## config.mk

```make
export PLATFORM = sky130hd
export DESIGN_NAME = serial_subtractor
export DESIGN_NICKNAME = d
export VERILOG_FILES = /design/src/rtl/serial_sub_pkg.sv /design/src/rtl/full_sub_bit.sv /design/src/rtl/serial_subtractor.sv
export SDC_FILE = /design/constraint.sdc
export NUM_CORES = 1
export LEC_CHECK = 0
export ABC_AREA = 1
export BUFFER_PORTS_ARGS = -buffer_cell sky130_fd_sc_hd__buf_4
export CAP_MARGIN = 0
export CORE_UTILIZATION = 35
export CTS_CLUSTER_SIZE = 24
export DETAILED_ROUTE_END_ITERATION = 7
export PLACE_DENSITY = 0.54
export SYNTH_ARGS = -nofsm -noshare
export SYNTH_HDL_FRONTEND = slang
export SYNTH_HIERARCHICAL = 1
export SYNTH_SLANG_ARGS = --single-unit
```

## constraint.sdc

```tcl
create_clock -name clk -period 1.8 [get_ports clk]
set_input_delay 0.09 -clock clk [delete_from_list [all_inputs] [get_ports clk]]
set_output_delay 0.09 -clock clk [all_outputs]
set_load 0.01 [all_outputs]
```

## src/rtl/serial_sub_pkg.sv

```systemverilog
// serial_sub_pkg: shared types and constants for the bit-serial subtractor.
//   state_e               : FSM encoding (IDLE/SHIFT/DONE; 2'b11 unused, recovers to IDLE)
//   SERIAL_SUB_WIDTH_DEF  : default operand width
package serial_sub_pkg;
  localparam int SERIAL_SUB_WIDTH_DEF = 8;

  typedef enum logic [1:0] {
    IDLE  = 2'b00,
    SHIFT = 2'b01,
    DONE  = 2'b10
  } state_e;
endpackage

```

## src/rtl/full_sub_bit.sv

```systemverilog
// full_sub_bit: 1-bit full subtractor, x - y - bin.
//   x, y  : operand bits
//   bin   : borrow in
//   d     : difference bit
//   bout  : borrow out
// Built as two cascaded half-subtractors whose borrows are ORed
// (both can never be set at once, so OR is sufficient).
module full_sub_bit (
  input  logic x,
  input  logic y,
  input  logic bin,
  output logic d,
  output logic bout
);
  logic d1, b1, b2;

  // half stage 1: x - y
  assign d1 = x ^ y;
  assign b1 = ~x & y;
  // half stage 2: d1 - bin
  assign d  = d1 ^ bin;
  assign b2 = ~d1 & bin;

  assign bout = b1 | b2;
endmodule

```

## src/rtl/serial_subtractor.sv

```systemverilog
// serial_subtractor: bit-serial A - B, LSB first, one bit per clock.
//   clk, rst_n : clock, async active-low reset
//   start      : request, sampled only in IDLE
//   a, b       : minuend / subtrahend, captured on accepted start
//   busy       : high in SHIFT and DONE
//   done       : one-cycle pulse, result valid
//   diff       : a - b mod 2^WIDTH (partial during SHIFT)
//   borrow     : 1 iff a < b unsigned
//   ovf        : signed overflow, only when SERIAL_SUB_OVF_EN is defined
// Optional feature macro: SERIAL_SUB_OVF_EN
module serial_subtractor
  import serial_sub_pkg::*;
#(
  parameter int WIDTH = SERIAL_SUB_WIDTH_DEF
) (
  input  logic             clk,
  input  logic             rst_n,
  input  logic             start,
  input  logic [WIDTH-1:0] a,
  input  logic [WIDTH-1:0] b,
  output logic             busy,
  output logic             done,
  output logic [WIDTH-1:0] diff,
  output logic             borrow
`ifdef SERIAL_SUB_OVF_EN
  ,
  output logic             ovf
`endif
);
  localparam int CW = $clog2(WIDTH) + 1;

  state_e           state_q, state_d;
  logic [CW-1:0]    cnt_q, cnt_d;
  logic [WIDTH-1:0] a_sr_q, a_sr_d, b_sr_q, b_sr_d;
  logic [WIDTH-1:0] diff_q, diff_d;
  logic             bin_q, bin_d;
  logic             borrow_q, borrow_d;
  logic             d_bit, bout;

  full_sub_bit u_fsb (
    .x    (a_sr_q[0]),
    .y    (b_sr_q[0]),
    .bin  (bin_q),
    .d    (d_bit),
    .bout (bout)
  );

`ifdef SERIAL_SUB_OVF_EN
  logic am_q, am_d, bm_q, bm_d, ovf_q, ovf_d;
`endif

  always_comb begin
    state_d  = state_q;
    cnt_d    = cnt_q;
    a_sr_d   = a_sr_q;
    b_sr_d   = b_sr_q;
    diff_d   = diff_q;
    bin_d    = bin_q;
    borrow_d = borrow_q;
`ifdef SERIAL_SUB_OVF_EN
    am_d  = am_q;
    bm_d  = bm_q;
    ovf_d = ovf_q;
`endif
    case (state_q)
      IDLE: begin
        if (start) begin
          a_sr_d  = a;
          b_sr_d  = b;
          bin_d   = 1'b0;
          cnt_d   = '0;
          state_d = SHIFT;
`ifdef SERIAL_SUB_OVF_EN
          am_d  = a[WIDTH-1];
          bm_d  = b[WIDTH-1];
          ovf_d = 1'b0;
`endif
        end
      end
      SHIFT: begin
        a_sr_d = a_sr_q >> 1;
        b_sr_d = b_sr_q >> 1;
        diff_d = {d_bit, diff_q[WIDTH-1:1]};
        bin_d  = bout;
        cnt_d  = cnt_q + CW'(1);
        // last bit: d_bit is the result MSB, bout the final borrow
        if (cnt_q == CW'(WIDTH - 1)) begin
          state_d  = DONE;
          borrow_d = bout;
`ifdef SERIAL_SUB_OVF_EN
          ovf_d = (am_q != bm_q) && (d_bit != am_q);
`endif
        end
      end
      DONE:    state_d = IDLE;
      default: state_d = IDLE;
    endcase
  end

  always_ff @(posedge clk or negedge rst_n) begin
    if (!rst_n) begin
      state_q  <= IDLE;
      cnt_q    <= '0;
      a_sr_q   <= '0;
      b_sr_q   <= '0;
      diff_q   <= '0;
      bin_q    <= 1'b0;
      borrow_q <= 1'b0;
`ifdef SERIAL_SUB_OVF_EN
      am_q  <= 1'b0;
      bm_q  <= 1'b0;
      ovf_q <= 1'b0;
`endif
    end else begin
      state_q  <= state_d;
      cnt_q    <= cnt_d;
      a_sr_q   <= a_sr_d;
      b_sr_q   <= b_sr_d;
      diff_q   <= diff_d;
      bin_q    <= bin_d;
      borrow_q <= borrow_d;
`ifdef SERIAL_SUB_OVF_EN
      am_q  <= am_d;
      bm_q  <= bm_d;
      ovf_q <= ovf_d;
`endif
    end
  end

  assign busy   = (state_q == SHIFT) || (state_q == DONE);
  assign done   = (state_q == DONE);
  assign diff   = diff_q;
  assign borrow = borrow_q;
`ifdef SERIAL_SUB_OVF_EN
  assign ovf = ovf_q;
`endif
endmodule

```

==> results.toml <==
[critical_path]
worst_path_largest_cell_delay_ps = 400
cp_cell_sequence = "inv_1 -> ha_1 -> inv_1 -> nand2_4 -> nand2_4 -> a21oi_1 -> nor2_1"
critPathTopFamily = "simple AND/OR/NAND/NOR gates"
reg2reg_setup_slack_ps = 200
worstPathMaxFanout = 24
critPathBufInv = 2
r2r_cells = 7
critical_path.reg2reg.startpoint = "state_q[0]"
rr_endpoint = "cnt_q[2]"
worstPathRequired_ps = 1970
crit_path_top_delay_cell = "dfrtp_1"
setup.worst_path.end_class = "flip-flop"
critical_path.startpoint_type = "flip-flop"
worst-setup-path-type = "flip-flop to flip-flop"
arr_time_crit_path_ps = 1770

[logic_synthesis]
synth_async_sr_flop_share = 1.00
netlist-cell-type-count = 22
syn-instance-count = 177
ys_seq_elements = 32
synthFlopType = "dfrtp_1"
synth_enable_flop_cells = 0
syn_nets = 201
yosys.area.top_type = "dfrtp_1"
synthesis.area_sq_um = 1650
ys_seq_area_frac = 0.486
avgSynthCellArea_sq_um = 9.30
synth_largest_type_area_fraction = 0.486
ys_warn_count = 6
netlist_top_cells_area = "dfrtp_1, nand2_1, nand3_1"

[route]
first_iter_violations = 87
drc = 4
routed_wirelength_mm = 3.45
antenna_violating_nets_post_route = 0
number_of_detailed_routing_iterations_run_before_antenna_repair = 6
wire_per_inst_um = 13.3
vias_per_cell = 4.98
count_of_vias_placed_by_the_detailed_router = 1295

[power]
pwr_density_cell_nw_per_um2 = 1640
p_leak_nw = 1.01
irDropWorstVdd_v = 0.000550
fin_total_pwr_mw = 3.22

[sta]
hold-worst-slack_ps = 43.7
report.final.slew_viol_count = 0
layout_min_cycle_time_ps = 1600
timing_worst_slew_pin_value_ps = 425
max_freq_ghz = 0.626
timing.final.hold_violations = 0
timing.clock.skew_ps = 4.56
fin_tns_setup_ps = 0
grt_setup_unrepaired = "no"
slew_headroom = 0.717
final-setup-viol-count = 0
post_route_fraction_of_the_period_consumed_by_the_critical_path = 0.888

[place]
dpl.hpwl_mm = 2.22
buffer_ports.inserted = 29
gp_congestion = 0.728

[clock_tree]
cts_setup_buffers = 0
cts.sink_count = 32
tritoncts = "built"
cts-buffers-inserted = 5
cts_htree_levels = 2
clkLatencyLatePin_ps = 280
clk_root_buffer_cell = "clkbuf_8"
clkTransAtPathRegs_ps = 70
clock_path_buffers = 2

[grt]
global_route_wire_length_before_repair_mm = 5.95
number_of_global_route_vias_before_repair = 1315
pin_count_of_the_biggest_net_entering_global_routing = 33
grt_overflow = 0
grt_antenna_before_repair = 0
gr-usage-all-layers = 0.155

[run_status]
outcome = "finished, violations left"
violations = "DRC"

[worst_hold_path]
count_of_cells_along_the_worst_hold_path = 3
end_point_of_the_most_critical_hold_path = "a_sr_q[6]"
holdCritStartpoint = "a[6]"
worstHoldPathType = "input pin to flip-flop"

[run]
max_cap_violations = 0

[finish]
design.final.nets = 231
final_layout_size_suffix_gt1_frac = 0.303
area_growth_syn_to_layout_pct = 19.1
antenna-diode-count = 0
fillerInstances = 440

[die]
fp.dieW_um = 70.6
die_area_sq_um = 4980
core_region_area_sq_um = 4440
start_util = 0.370
floorplan.rows = 24
dieHeight_um = 70.6
ios = 30
[per-stage QoR]
step / worst slack (ps) / area (sq um) / std cells / utilization
floorplan: 453 / 1650 / 177 / -
global placement: 274 / 1860 / 251 / 0.419
detailed placement: 197 / 1860 / 251 / 0.419
CTS: 187 / 1960 / 260 / 0.441
global route: 85.0 / 1960 / 260 / 0.441
finish: 202 / 1960 / 260 / 0.441
[report_power, final]
group | leakage, nW | switching (mW) | total (mW) | internal (mW)
clock network | 0.0455 | 0.260 | 0.571 | 0.312
logic | 0.557 | 0.849 | 1.41 | 0.563
registers | 0.408 | 0.209 | 1.24 | 1.03
total | 1.01 | 1.32 | 3.22 | 1.91
[synth_stat cells (3+ instances only)]
master     n
a21oi_1    4
buf_2      3
buf_6      4
dfrtp_1   32
ha_1       4
inv_1      9
nand2_1   50
nand2_2    5
nand3_1   24
nor2_1     4
o211ai_1   6
o211ai_2   8
or2_1      5
or2_2      9
[what timing repair did]
action,in CTS,in global routing
gates resized for setup,0,0
hold buffers,1,0
hold endpoints to repair,32,0
[cells in the final DEF (no fill, tap or decap), drive strengths merged]
cell / instances
nand2: 57
dfrtp: 32
buf: 31
nand3: 24
or2: 14
o211ai: 14
inv: 10
clkbuf: 8
a21oi: 4
nor2: 4
ha: 4
o21ai: 4
dlygate4sd3: 1
fa: 1
[flip-flops by register name, summed over array words and instances (netlist names)]
name,flops
a_sr_q,8
b_sr_q,8
diff,8
cnt_q,4
state_q,2
bin_q,1
borrow,1
[routing by layer]
| layer | routed length, um | up-vias | part of all wire | GRT usage |
|---|---|---|---|---|
| met2 | 1630 | 24 | 0.47 | 0.258 |
| met3 | 140 | 7 | 0.041 | 0.0470 |
| met4 | 52 | 0 | 0.015 | 0.0600 |
| li1 | - | 636 | - | - |
| met5 | 0 | - | 0 | 0 |
| met1 | 1630 | 628 | 0.47 | 0.192 |
[cells by family (layout without fill, tap and decap cells)]
family          Yosys count  in the layout  synth area share
flops                    32             32             0.486
compound gates           22             22             0.115
buf+inv                  19             50            0.0745
simple gates             99             99             0.282
fa+ha+maj                 5              5            0.0426
[worst max-delay path by stage]
stage                    start         to  slack, ps  cells past startpoint
finish              state_q[0]   cnt_q[2]        200                      7
global route        state_q[0]   cnt_q[3]         80                      7
CTS                 state_q[0]   cnt_q[2]        190                      7
detailed placement  state_q[0]   cnt_q[2]        200                      7
global placement    state_q[1]   cnt_q[3]        270                      7
floorplan           state_q[1]  a_sr_q[2]        450                      7
[worst register-to-register path, delay by kind of cell (launching register included)]
family	cells	cell delay (ps)
AO/OA/AOI/OAI	1	200
buffers and inverters	2	190
AND/OR/NAND/NOR	3	480
adder cells (fa/ha/maj)	1	220
flip-flops	1	400
[layout make-up]
cell class	instances	area, sq um	area share
sequential	32	801	0.408
timing repair buffer	32	243	0.124
multi-input combinational	126	723	0.369
inverter	10	40.0	0.0204
tap	52	65.1	0.0332
clock buffer	8	90.1	0.0459
(Power assumes the default switching activity.)
